==> config.mk <==
export PLATFORM = sky130hd
export DESIGN_NAME = delay_line_fifo
export DESIGN_NICKNAME = d
export VERILOG_FILES = /design/src/rtl/delay_pkg.sv /design/src/rtl/delay_line_fifo_sdp_ram.sv /design/src/rtl/delay_line_fifo.sv
export SDC_FILE = /design/constraint.sdc
export NUM_CORES = 1
export LEC_CHECK = 0
export ABC_AREA = 1
export CAP_MARGIN = 5
export CORE_UTILIZATION = 30
export DETAILED_ROUTE_END_ITERATION = 16
export SLEW_MARGIN = 40
export SYNTH_ARGS = -nofsm -noshare
export SYNTH_HDL_FRONTEND = slang
export SYNTH_HIERARCHICAL = 1
export SYNTH_SLANG_ARGS = --single-unit
==> constraint.sdc <==
create_clock -name CLK -period 2.9 [get_ports CLK]
set_input_delay 0.58 -clock CLK [delete_from_list [all_inputs] [get_ports CLK]]
set_output_delay 0.58 -clock CLK [all_outputs]
set_load 0.1 [all_outputs]
==> src/rtl/delay_pkg.sv <==
// Shared package for the variable-delay controller and its FIFO.
// Holds the default delay-count width and a ceil(log2) helper.
package delay_pkg;

  // Width of the delay counter; the FIFO depth is 2**DEFAULT_DELAY_CNT_WIDTH.
  localparam int DEFAULT_DELAY_CNT_WIDTH = 32'd7;

  // Number of address bits needed to index 'value' entries (ceil(log2(value))).
  function automatic int clogb2(input int value);
    int res;
    int v;
    res = 32'd0;
    v   = value - 32'd1;
    while (v > 32'sd0) begin
      res = res + 32'd1;
      v   = v >>> 1;
    end
    return res;
  endfunction

endpackage

==> src/rtl/delay_line_fifo_sdp_ram.sv <==
// Simple dual-port RAM: one write port and one synchronous read port with an
// output register. Storage has no reset so it maps onto block RAM; only the
// output register is cleared by reset.
module sdp_ram
  import delay_pkg::*;
#(
  parameter int WIDTH  = 1,
  parameter int DEPTH  = 128,
  parameter int ADDR_W = clogb2(DEPTH)
) (
  input  logic              clk_i,
  input  logic              resetn_i,
  input  logic              we_i,
  input  logic [ADDR_W-1:0] waddr_i,
  input  logic [WIDTH-1:0]  din_i,
  input  logic              re_i,
  input  logic [ADDR_W-1:0] raddr_i,
  output logic [WIDTH-1:0]  dout_o
);

  logic [WIDTH-1:0] mem_q [0:DEPTH-1];
  logic [WIDTH-1:0] dout_q;

  // Write port: store the word at the write address when enabled.
  always_ff @(posedge clk_i) begin
    if (we_i) begin
      mem_q[waddr_i] <= din_i;
    end
  end

  // Read port: output register loads on a read and holds otherwise.
  always_ff @(posedge clk_i) begin
    if (!resetn_i) begin
      dout_q <= '0;
    end else if (re_i) begin
      dout_q <= mem_q[raddr_i];
    end
  end

  assign dout_o = dout_q;

endmodule

==> src/rtl/delay_line_fifo.sv <==
// Single-clock FIFO for the variable-delay controller. Pointers, occupancy
// counter, status flags and error pulses live here; data storage and the
// registered read data come from the sdp_ram instance.
module delay_line_fifo
  import delay_pkg::*;
#(
  parameter int WIDTH          = 1,
  parameter int DEPTH_LOG2     = DEFAULT_DELAY_CNT_WIDTH,
  parameter int ALMOST_FULL_TH = 120
) (
  input  logic                  CLK,
  input  logic                  RESETN,
  input  logic [WIDTH-1:0]      DIN,
  input  logic                  WE,
  input  logic                  RE,
  output logic [WIDTH-1:0]      DOUT,
  output logic                  NOT_EMPTY,
  output logic                  FULL,
  output logic                  ALMOST_FULL,
  output logic [DEPTH_LOG2:0]   DATA_COUNT,
  output logic                  OVERFLOW,
  output logic                  UNDERFLOW
);

  localparam int PW    = DEPTH_LOG2 + 1;
  localparam int DEPTH = 1 << DEPTH_LOG2;
  localparam logic [PW-1:0] DEPTH_C = PW'(DEPTH);
  localparam logic [PW-1:0] AF_TH_C = PW'(ALMOST_FULL_TH);

  logic [PW-1:0] wr_ptr_q, wr_ptr_d;
  logic [PW-1:0] rd_ptr_q, rd_ptr_d;
  logic [PW-1:0] count_q, count_d;
  logic          not_empty_q, full_q, almost_full_q;
  logic          overflow_q, underflow_q;
  logic          wr_acc_s, rd_acc_s;

  // Accept decisions use only the registered flags, so a write at FULL is
  // dropped even when a read happens in the same cycle.
  always_comb begin
    wr_acc_s = WE & ~full_q;
    rd_acc_s = RE & not_empty_q;
    wr_ptr_d = wr_ptr_q + PW'(wr_acc_s);
    rd_ptr_d = rd_ptr_q + PW'(rd_acc_s);
    count_d  = count_q + PW'(wr_acc_s) - PW'(rd_acc_s);
  end

  // Pointer, occupancy, flag and error-pulse registers; flags derive from the
  // next count so they move on the same edge as DATA_COUNT.
  always_ff @(posedge CLK) begin
    if (!RESETN) begin
      wr_ptr_q      <= '0;
      rd_ptr_q      <= '0;
      count_q       <= '0;
      not_empty_q   <= 1'b0;
      full_q        <= 1'b0;
      almost_full_q <= 1'b0;
      overflow_q    <= 1'b0;
      underflow_q   <= 1'b0;
    end else begin
      wr_ptr_q      <= wr_ptr_d;
      rd_ptr_q      <= rd_ptr_d;
      count_q       <= count_d;
      not_empty_q   <= (count_d != '0);
      full_q        <= (count_d == DEPTH_C);
      almost_full_q <= (count_d >= AF_TH_C);
      overflow_q    <= WE & full_q;
      underflow_q   <= RE & ~not_empty_q;
    end
  end

  sdp_ram #(
    .WIDTH (WIDTH),
    .DEPTH (DEPTH)
  ) u_ram (
    .clk_i    (CLK),
    .resetn_i (RESETN),
    .we_i     (wr_acc_s),
    .waddr_i  (wr_ptr_q[DEPTH_LOG2-1:0]),
    .din_i    (DIN),
    .re_i     (rd_acc_s),
    .raddr_i  (rd_ptr_q[DEPTH_LOG2-1:0]),
    .dout_o   (DOUT)
  );

  assign NOT_EMPTY   = not_empty_q;
  assign FULL        = full_q;
  assign ALMOST_FULL = almost_full_q;
  assign DATA_COUNT  = count_q;
  assign OVERFLOW    = overflow_q;
  assign UNDERFLOW   = underflow_q;

endmodule
* Word level (Yosys, flattened, before mapping) *
Memory sizes are Yosys's and may differ from the RTL's. A register that Yosys moved wholly into a read port is not among the register bits.
Cells that the tools add are included.
W data, S select, Z words.

cells by class
  add/sub/neg operators = 4
  order comparisons = 1
  equality and inequality tests = 1
  mux-type cells = 2
  bitwise operators = 6
  reductions and logical operators = 2

operators by type and width
  operator              count
  $add A8 B1 Y8         3
  $eq A8 B8 Y1 const B  1
  $ge A8 B7 Y1 const B  1
  $reduce_bool A8 Y1    1
  $sub A8 B1 Y8         1
  $and A1 B1 Y1         4
  $mux W1               2
  $not A1 Y1            2
  $logic_not A1 Y1      1

word-level totals
  bits in registers = 29
  memory bits (writable) = 128
  output and inout bits = 14
  logic and storage cells = 25
  memories = 1

memories
  name         depth  width  read ports  clocked after memory_dff  wr ports  line                           RTL
  u_ram.mem_q  128    1      1           1                         1         delay_line_fifo_sdp_ram.sv:21  logic [WIDTH-1:0] mem_q [0:DEPTH-1];

* Depth between registers and ports, before layout *
  word-level depth = 5
  gate-level depth with buffers = 18
  gate-level depth less buffers = 18

* Cells and area by module *
The synthesis kept the hierarchy.

by module, submodules not included
  module           times used  cells an instance  area each (µm²)
  sdp_ram          1           616                5931.9
  delay_line_fifo  1           187                1332.5

* Least setup slack after synthesis *
Ideal clock, no wire load.

  path kind = register -> register
  from = reg not_empty_q, in the netlist NOT_EMPTY
  to = reg not_empty_q, in the netlist NOT_EMPTY
  arrival = 2.796 ns
  slack = -0.012 ns
  stages on the path, launching flop included = 18
  path buffers = 0
  clock period less this slack = 2.912 ns
  cell sequence = dfxtp_1 nand2_1 nor2_1 inv_1 nand2_1 ha_1 inv_1 fa_1 inv_1 nand2_1 nand2_1 nand2_1 nand2_1 nand3_1 nor2_1 nand3_1 nand2_1 nand2_1

between the ends
  word-level cells in the longest chain between the ends = 3

RTL lines
  what                    line                   RTL
  from (decl)             delay_line_fifo.sv:33  logic not_empty_q, full_q, almost_full_q;
  from (signal assigned)  delay_line_fifo.sv:63  not_empty_q <= (count_d != '0);
  $and A1 B1 Y1           delay_line_fifo.sv:41  rd_acc_s = RE & not_empty_q;
  $sub A8 B1 Y8           delay_line_fifo.sv:44  count_d = count_q + PW'(wr_acc_s) - PW'(rd_acc_s);
  $reduce_bool A8 Y1      delay_line_fifo.sv:63

Every way passes these cells.
A chain may end at the register's enable or synchronous reset.

* Final worst setup path *
  from = in WE
  to = reg not_empty_q, in the netlist NOT_EMPTY

between the ends
  word-level cells in the longest chain between the ends = 4

RTL lines
  what                line                   RTL
  from (decl)         delay_line_fifo.sv:14  input logic WE,
  $and A1 B1 Y1       delay_line_fifo.sv:40  wr_acc_s = WE & ~full_q;
  named net wr_acc_s  delay_line_fifo.sv:35  logic wr_acc_s, rd_acc_s;
  $add A8 B1 Y8       delay_line_fifo.sv:44
  $sub A8 B1 Y8       delay_line_fifo.sv:44
  $reduce_bool A8 Y1  delay_line_fifo.sv:63

The timed path passes the listed nets, and every way through them passes these cells.

==> results.md <==
- Hold Crit Class: flop to flop
- WP buf/inv: 4
- Number of max-cap violations: 0
- Critical path's top delay family: simple AND/OR/NAND/NOR gates
- RSZ-0062 raised after global routing: false
- Final Cell Area: 8410 um2
- Main combinational cell family by area after synthesis: simple AND/OR/NAND/NOR gates
- Mux contribution to synthesized area: 0%
- CP required: 3.21 ns
- Worst vdd ir: 0.804 mV
- Final Total Pwr: 6.78 mW
- Share of post-route cells with drive strength above 1: 9.26%
- Pin count of the biggest net entering global routing: 129
- Multi-input gate area: 2450 um2
- Vias after detailed routing: 5461
- Crit path time final: 2.44 ns
- Yosys cell types: 24
- Fin util: 35.6%
- Crit end category: flop
- Final std cells w/o fill: 1161
- Total grt overflow: 0
- Skew-Pair Late Insertion Delay: 0.42 ns
- Filler cells: 2425
- WL/cell: 15.0 um
- Most frequent cells in the layout: 206 x nand2_1, 161 x nor2_1, 138 x nand3_1, 128 x edfxtp_1, 55 x inv_1
- Post-route clock period utilization: 84.3%
- Clock transition at path regs: 0.06 ns
- Hold_ws: 0.422 ns
- # H-tree levels: 4
- Pre-CTS setup slack: 0.0199 ns
- Gpl congestion: 0.812
- Die area: 24800 um2
- Slew Viols, Final: 0
- Crit path top cell by count: nand2_1
- Post-CTS sizing: 0
- Placed wire-length estimate: 10200 um
- Sequential cell area: 4410 um2
- Post-synth net total: 819
- Final WL: 17400 um
- IO Count: 19
- Final hold vios: 0
- Final ANT Viol Nets: 0
- Compound-Gate Fraction of Synth Area: 1.36%
- Critical Path, Cell by Cell: clkdlybuf4s50_1, inv_1, nor2_1, nand2_1, nand2_1, ha_1, inv_1, fa_1, inv_1, nand2_1, nand2_1, nand2_1, nand2_1, nand3_1, nor2_1, nand3_1, nand2_1, nand2_1
- Crit Path Max Fanout: 3
- Row count: 56
- Setup TNS: 0 ns
- PwrDens: 805 nW/um2
- Largest stage delay on the critical path: 0.47 ns
- Synthesis Warnings: 6
- Cells after Synth: 803
- CTS tree: done
- Via-to-Cell Ratio: 4.70
- Synthesized area: 7260 um2
- Area Growth Syn to Fin: 15.8%
- Post-Synth Simple-Gate Area: 29.8%
- CP Class: input pin to flop
- Postcts setup bufs: 0
- Hold buffers post-CTS: 0
- Post-synthesis sequential area ratio: 60.6%
- Initial cell density of the core: 30.8%
- Vias in the first global route: 5318
- I/O Buffers: 18
- Post-Synth XOR/XNOR Area: 0.603%
- Status: finished clean
- Synth Register Bits: 156
- Clock Sinks: 156
- TritonRoute pass-1 iters: 5
- Core Footprint: 23600 um2
- Placed cell area: 7820 um2
- Nets: 845
- N_diodes: 0
- Global-route usage over all layers: 15.0%
- Startpoint type of the worst setup path: input pin
- Placed insts: 1129
- CTS Root Cell: clkbuf_16
- DIE WIDTH: 158 um
- Worst Max-Slew Pin Slew: 0.741 ns
- Final worst slack: 0.456 ns
- Pleak: 3.08 nW
- Critical path's slowest cell: clkdlybuf4s50_1
- Die H: 158 um
- First-pass GRT wire length: 27900 um
- Setup violations, final: 0
- Critical Path AT: 2.75 ns
- Worst Skew: 0.00795 ns
- DRC Markers: 0
- Max Root-Sink Buffers: 2
- Adder-cell share of the synthesized area: 2.00%
- Worst slew margin: 50.3%
- Commonest non-fill, non-tap cell in the layout: nand2_1
- Initial antenna violation count: 0
- Maximum clock rate: 409 MHz
- Syn Area/Cell: 9.05 um2
- Total CTS buffers: 17
- Drt first-iter violations: 460
==> sequential cells by signal, indices dropped and copies added (netlist names) <==
| register | flops |
|---|---|
| OVERFLOW | 1 |
| FULL | 1 |
| DATA_COUNT | 8 |
| NOT_EMPTY | 1 |
| u_ram/dout_o | 1 |
| UNDERFLOW | 1 |
| ALMOST_FULL | 1 |
| wr_ptr_q | 7 |
| rd_ptr_q | 7 |
| u_ram/mem_q | 128 |
==> cell type report <==
class	count	area share, %
multi-input combinational	555	29.1
clock buffer	23	5.80
tap	319	4.74
inverter	57	2.54
clock inverter	9	1.32
timing repair buffer	42	4.10
sequential	156	52.4
==> path summary, 6_finish.rpt <==
check | from | end | slack (ns) | depth (start not counted)
max | WE | NOT_EMPTY | 0.46 | 18
min | NOT_EMPTY | UNDERFLOW | 0.42 | 1
max reg2reg | FULL | NOT_EMPTY | 0.75 | 17
min reg2reg | NOT_EMPTY | UNDERFLOW | 0.42 | 1
==> cell families (layout without fill, tap and decap cells) <==
family / Yosys count / in the layout
AND/OR/NAND/NOR: 521 / 521
adder cells (fa/ha/maj): 11 / 11
buffers and inverters: 92 / 131
flip-flops: 156 / 156
AO/OA/AOI/OAI: 18 / 18
XOR/XNOR: 5 / 5
==> synth_stat cells (all sizes together) <==
| cell type | count | share of area, % |
|---|---|---|
| a21oi | 11 | 0.81 |
| buf | 24 | 2.1 |
| clkbuf | 11 | 0.57 |
| dfxtp | 28 | 7.7 |
| edfxtp | 128 | 53 |
| fa | 1 | 0.28 |
| ha | 10 | 1.7 |
| inv | 57 | 2.9 |
| nand2 | 209 | 11 |
| nand3 | 138 | 9.5 |
| nand4 | 1 | 0.086 |
| nor2 | 161 | 8.3 |
| nor3 | 11 | 0.83 |
| o21a | 2 | 0.21 |
| o21ai | 5 | 0.34 |
| or2 | 1 | 0.12 |
| xnor2 | 1 | 0.12 |
| xor2 | 4 | 0.48 |
==> worst register-to-register path, stage by stage, from the launching register on <==
cell and delay (ns):
dfxtp_1 0.35, nor2_1 0.09, nor2_1 0.14, inv_1 0.08
nand2_1 0.06, ha_1 0.16, inv_1 0.05, fa_1 0.37
inv_1 0.08, nand2_1 0.05, nand2_1 0.09, nand2_1 0.05
nand2_1 0.10, nand3_1 0.08, nor2_1 0.09, nand3_1 0.09
nand2_1 0.07, nand2_1 0.04
==> per-layer routing <==
layer	vias up	global-route usage (%)	routed length [um]
met5	-	0	0
met4	0	5.36	298
met3	28	2.98	921
li1	2695	-	-
met2	141	25.7	8610
met1	2597	18.7	7550
==> power breakdown <==
| part | leakage (nW) | total [mW] | switching, mW | internal, mW |
|---|---|---|---|---|
| Sequential | 1.38 | 2.57 | 0.0659 | 2.51 |
| Combinational | 1.42 | 1.99 | 1.43 | 0.563 |
| Clock | 0.278 | 2.21 | 0.856 | 1.36 |
(Power assumes the default switching activity.)
